[src/rtl/dmem_arb_pkg.sv]
// Shared types for the two-master DMEM arbiter: FSM state encoding and master-ID width.
package dmem_arb_pkg;

  localparam int MID_W = 1;

  typedef enum logic [1:0] {
    ARB   = 2'd0,
    LOCK0 = 2'd1,
    LOCK1 = 2'd2
  } arb_state_e;

endpackage

[src/rtl/dmem_arbiter.sv]
// Two-master DMEM arbiter: round-robin grant, bounded lock ownership for RMW, 1-cycle load return.
module dmem_arbiter
  import dmem_arb_pkg::*;
#(
  parameter int LOCK_MAX = 8,
  parameter int AW       = 32
) (
  input  logic          clk,
  input  logic          rst,
  input  logic          m0_req,
  input  logic          m1_req,
  input  logic          m0_we,
  input  logic          m1_we,
  input  logic          m0_lock,
  input  logic          m1_lock,
  input  logic [AW-1:0] m0_addr,
  input  logic [AW-1:0] m1_addr,
  input  logic [31:0]   m0_wdata,
  input  logic [31:0]   m1_wdata,
  output logic          m0_gnt,
  output logic          m1_gnt,
  output logic          m0_rvalid,
  output logic          m1_rvalid,
  output logic [31:0]   m0_rdata,
  output logic [31:0]   m1_rdata,
  output logic [AW-1:0] mem_addr,
  output logic [31:0]   mem_wdata,
  output logic          mem_write,
  output logic          mem_read,
  input  logic [31:0]   mem_rdata
);

  localparam int CW = $clog2(LOCK_MAX + 1);

  arb_state_e       state_r, state_s;
  logic [MID_W-1:0] ptr_r, ptr_s;
  logic [CW-1:0]    cnt_r, cnt_s, cnt_inc_s;
  logic [1:0]       ign_r, ign_s;
  logic [1:0]       lk_s;
  logic [1:0]       gnt_s;
  logic [1:0]       rvalid_r;
  logic [31:0]      rdata0_r, rdata1_r;

  // A master whose lock was forcibly released has its lock masked until it drops it.
  assign lk_s      = {m1_lock & ~ign_r[1], m0_lock & ~ign_r[0]};
  assign cnt_inc_s = cnt_r + CW'(1);

  // Grant selection and next-state computation.
  always_comb begin
    gnt_s   = 2'b00;
    state_s = state_r;
    ptr_s   = ptr_r;
    cnt_s   = cnt_r;
    ign_s   = ign_r & {m1_lock, m0_lock};
    if (rst) begin
      gnt_s = 2'b00;
    end else begin
      case (state_r)
        ARB: begin
          if (m0_req && m1_req) begin
            gnt_s = (ptr_r == 1'b0) ? 2'b01 : 2'b10;
          end else begin
            gnt_s = {m1_req, m0_req};
          end
          if (gnt_s[0]) begin
            ptr_s = 1'b1;
            if (lk_s[0]) begin
              if (LOCK_MAX > 1) begin
                state_s = LOCK0;
                cnt_s   = CW'(1);
              end else begin
                ign_s[0] = 1'b1;
              end
            end else begin
              state_s = ARB;
            end
          end else if (gnt_s[1]) begin
            ptr_s = 1'b0;
            if (lk_s[1]) begin
              if (LOCK_MAX > 1) begin
                state_s = LOCK1;
                cnt_s   = CW'(1);
              end else begin
                ign_s[1] = 1'b1;
              end
            end else begin
              state_s = ARB;
            end
          end else begin
            state_s = ARB;
          end
        end
        LOCK0: begin
          gnt_s = {1'b0, m0_req};
          if (!m0_req || !m0_lock) begin
            state_s = ARB;
            ptr_s   = 1'b1;
            cnt_s   = m0_req ? cnt_inc_s : cnt_r;
          end else if (cnt_inc_s == CW'(LOCK_MAX)) begin
            state_s  = ARB;
            ptr_s    = 1'b1;
            cnt_s    = cnt_inc_s;
            ign_s[0] = 1'b1;
          end else begin
            cnt_s = cnt_inc_s;
          end
        end
        LOCK1: begin
          gnt_s = {m1_req, 1'b0};
          if (!m1_req || !m1_lock) begin
            state_s = ARB;
            ptr_s   = 1'b0;
            cnt_s   = m1_req ? cnt_inc_s : cnt_r;
          end else if (cnt_inc_s == CW'(LOCK_MAX)) begin
            state_s  = ARB;
            ptr_s    = 1'b0;
            cnt_s    = cnt_inc_s;
            ign_s[1] = 1'b1;
          end else begin
            cnt_s = cnt_inc_s;
          end
        end
        default: begin
          state_s = ARB;
          gnt_s   = 2'b00;
        end
      endcase
    end
  end

  assign m0_gnt    = gnt_s[0];
  assign m1_gnt    = gnt_s[1];
  assign mem_write = (gnt_s[0] & m0_we) | (gnt_s[1] & m1_we);
  assign mem_read  = (gnt_s[0] & ~m0_we) | (gnt_s[1] & ~m1_we);
  assign mem_addr  = gnt_s[0] ? m0_addr  : (gnt_s[1] ? m1_addr  : {AW{1'b0}});
  assign mem_wdata = gnt_s[0] ? m0_wdata : (gnt_s[1] ? m1_wdata : 32'd0);

  // FSM, round-robin pointer, lock counter and sticky-ignore flags.
  always_ff @(posedge clk or posedge rst) begin
    if (rst) begin
      state_r <= ARB;
      ptr_r   <= 1'b0;
      cnt_r   <= {CW{1'b0}};
      ign_r   <= 2'b00;
    end else begin
      state_r <= state_s;
      ptr_r   <= ptr_s;
      cnt_r   <= cnt_s;
      ign_r   <= ign_s;
    end
  end

  // Load return path: capture read data at the grant edge, present it for one cycle.
  always_ff @(posedge clk or posedge rst) begin
    if (rst) begin
      rvalid_r <= 2'b00;
      rdata0_r <= 32'd0;
      rdata1_r <= 32'd0;
    end else begin
      rvalid_r <= {gnt_s[1] & ~m1_we, gnt_s[0] & ~m0_we};
      if (gnt_s[0] && !m0_we) begin
        rdata0_r <= mem_rdata;
      end
      if (gnt_s[1] && !m1_we) begin
        rdata1_r <= mem_rdata;
      end
    end
  end

  assign m0_rvalid = rvalid_r[0];
  assign m1_rvalid = rvalid_r[1];
  assign m0_rdata  = rdata0_r;
  assign m1_rdata  = rdata1_r;

endmodule
[config.mk]
export PLATFORM = sky130hd
export DESIGN_NAME = dmem_arbiter
export DESIGN_NICKNAME = d
export VERILOG_FILES = /design/src/rtl/dmem_arb_pkg.sv /design/src/rtl/dmem_arbiter.sv
export SDC_FILE = /design/constraint.sdc
export NUM_CORES = 1
export LEC_CHECK = 0
export ABC_AREA = 1
export CORE_AREA = 2 2 117 119
export CTS_BUF_LIST = sky130_fd_sc_hd__clkbuf_8
export DETAILED_ROUTE_END_ITERATION = 6
export DIE_AREA = 0 0 119 121
export GPL_TIMING_DRIVEN = 0
export PLACE_DENSITY = 0.85
export SYNTH_ARGS = -nofsm -noshare
export SYNTH_HDL_FRONTEND = slang
export SYNTH_SLANG_ARGS = --single-unit
[constraint.sdc]
create_clock -name clk -period 4.3 [get_ports clk]
set_clock_uncertainty 0.2 [all_clocks]
set_input_delay 1.29 -clock clk [delete_from_list [all_inputs] [get_ports clk]]
set_output_delay 1.29 -clock clk [all_outputs]
set_load 0.05 [all_outputs]
==> summary.txt <==
STA
  – Final min period: 4.178 ns
  – Slew HR: 0.6192
  – Worst-margin pin slew: between 0.5 and 0.6 ns
  – Setup_tns: 0 ns
  – Final period util: 0.9716
  – Fmax: 0.2394 GHz
  – Final number of hold-violating endpoints: 0
  – Worst setup margin: 0.1221 ns
  – Setup violators final: 0
  – Fin. max-slew vios: 0
  – RSZ-0062 raised after global routing: false

Power and ir drop
  – Combinational share of power: 0.607
  – Sequential share of power: 0.259
  – Net Sw Frac: 0.5038
  – Clock share of power: 0.134
  – Peak supply drop: 0.2105 mV
  – P_int: 2133 µW
  – Switching pwr: 2166 µW
  – Leak: 0.003916 µW
  – PD cells: 551.5 nW/µm²

Yosys
  – Synth unique cells: 22
  – Synth Area per Inst: 7.092 µm²
  – EDFF count, synth: 0
  – Synth Register Bits: between 70 and 80
  – Register area share after synthesis: 0.4410
  – Syn Nets: 773
  – Ys async rst share: 1.000
  – Top cells by area, synth: dfrtp_1, nand2_1, nand3_1
  – Post-Synthesis Cells: 600
  – Synth Cell Area: 4255 µm²
  – Post-synth top flop: dfrtp_1
  – Synth top area share: 0.4410
  – YS warnings: 0
  – Yosys top cell by area: dfrtp_1

Hold path
  – Worst hold stages: 2
  – Hold Crit Class: register to register
  – HP Start: m0_rdata[1]
  – Hold endpoint: m0_rdata[1]

Critical path
  – Arrival @ worst endpoint: ~2.7 ns
  – Critical R2R Capture: m0_rdata[18]
  – Kind of start point of the critical path: input pin
  – R2r setup slk: 1.96 ns
  – Req. time, crit path: 2.81 ns
  – Reg2reg path depth: 9
  – CP endpoint kind: primary output
  – Maximum fanout along the worst path: 10
  – Crit path kind: input pin to primary output
  – Reg-to-Reg Start: state_r[0]

Finish
  – NumNets Final: between 1000 and 1500
  – Layout cells sized above 1: 0.1528
  – Most frequent cells in the layout: nand2_1, clkdlybuf4s50_1, nand3_1
  – Antenna cells: 0
  – Commonest non-fill, non-tap cell in the layout: nand2_1
  – Final std cells w/o fill: 1099
  – Layout area overhead: 83.15%

Drt
  – DRT iter0 DRCs: 455
  – Initial DRT Pass Iterations: 5
  – DRT Wirelength: approximately 17000 µm
  – Via/cell ratio: 4.808
  – Post-route ant nets: 0
  – WL/cell: 15.41 µm
  – DR DRC count: 0
  – Via Count: approximately 5300

Floorplanning
  – I/O Pins: slightly above 300
  – Die Width: 119 µm
  – FP Rows: 42
  – Core area: approximately 13000 µm²
  – Die height: 121 µm
  – Initial Util: 0.3252
  – Die area: 14400 µm²

Clock network
  – Number of buffers created by CTS: 9
  – Clk sinks: 75
  – Htree depth: 3
  – Cts hold-fix bufs: 0
  – CTS clock-pin slew for the worst setup and hold paths: 0.08 ns
  – Clk Latency, worst-skew pair: 0.36 ns
  – TritonCTS clock tree: built
  – Root buffer cell: clkbuf_8
  – CTS max path bufs: 2

Placement
  – Number of port buffers: 301
  – GPL Wtd Cong: 0.8165
  – Pre-CTS setup slack: -1.231 ns
  – Placed cell count: 1078
  – Post-DP HPWL: 13440 µm

Global routing
  – Antenna violations before repair: 0
  – Overflow after GRT: 0
  – Vias in the first global route: 5111
  – First-pass GRT wire length: 25970 µm
  – Largest net degree at the start of global routing: 67
  – Total GRT Usage: 0.2280

Job
  – Max-cap violations: 0

Outcome
  – Status: finished, final reports clean
==> cells in the mapped netlist, types with 4 or more instances <==
master	number
inv_1	15
buf_2	18
nand4_1	34
nand3_1	110
nor2_1	5
ha_1	5
o21ai_0	4
nand2_1	294
buf_6	7
clkbuf_1	14
dfrtp_1	75
==> cells by family (layout without fill, tap and decap cells) <==
kind of cell / count (synthesis) / after routing / share of synthesized area
AOI/OAI and AO/OA: 10 / 10 / 0.02000
adders and majority gates: 5 / 5 / 0.01470
buffers and inverters: 63 / 386 / 0.07410
DFF: 75 / 75 / 0.4410
and+or+nand+nor: 447 / 447 / 0.4502
==> cell type report <==
cell class / count / area [µm²]
clock buffers: 11 / 151.4
flip-flops and latches: 75 / 1877
well taps: 176 / 220.2
repair buffers: 308 / 3014
multi-input cells: 462 / 2093
clock inverters: 5 / 60.06
inverters: 20 / 77.57
plain buffers: 42 / 300.3
fillers: 1163 / 5291
==> per-layer routing <==
metal,GRT usage,up-vias,routed length [µm]
met2,0.3890,250,8554
met4,0.07664,0,373
met5,0,-,0
li1,-,2583,-
met3,0.04793,29,1139
met1,0.2875,2422,6872
==> state kept, by name (all words and copies together), names as in the netlist <==
register,cells
ptr_r,1
cnt_r,4
ign_r,2
m1_rdata,32
rvalid_r,2
m0_rdata,32
state_r,2
==> how the worst max path moves through the flow <==
stage / start / end / slack (ns)
floorplan: m0_req / mem_write / 0.18
global placement: m1_req / mem_wdata[7] / -1.21
detailed placement: m1_req / mem_wdata[14] / -1.23
CTS: m1_req / m1_gnt / -0.006
global route: m0_we / mem_write / 0.01
finish: m0_req / m0_gnt / 0.12
==> worst max-delay path, cell delays in order <==
cell and delay, ns:
buf_2 0.15, inv_2 0.09, a21oi_4 0.15, nand2_2 0.08, o21ai_4 0.10, nand2_4 0.09, inv_2 0.08, buf_2 0.23
clkdlybuf4s15_2 0.41
==> timing repair <==
| item | CTS | global route |
|---|---|---|
| pin swaps | 4 | 2 |
| hold endpoints to repair | 0 | 0 |
| resized for setup | 442 | 27 |
| buffers inserted | 6 | 0 |
| setup endpoints to repair | 68 | 68 |
==> power groups by stage <==
stage	Clock, µW	Sequential (µW)	Combinational [µW]
floorplan	0	1950	749
global placement	0	1120	2550
detailed placement	0	1120	2580
CTS	582	1110	2600
global route	613	1150	2740
finish	577	1110	2610
==> metrics by stage <==
stage	utilization	total power, µW	cell area [µm²]	hold slack (ns)
after global routing	0.5956	4499	7794	0.2945
final	0.5956	4298	7794	0.2747
after detailed placement	0.5747	3704	7520	0.2585
after CTS	0.5921	4300	7747	0.2776
after global placement	0.5724	3663	7490	0.2537
after floorplan	-	2703	4257	0.2504
Power figures use the tool's default switching activity.
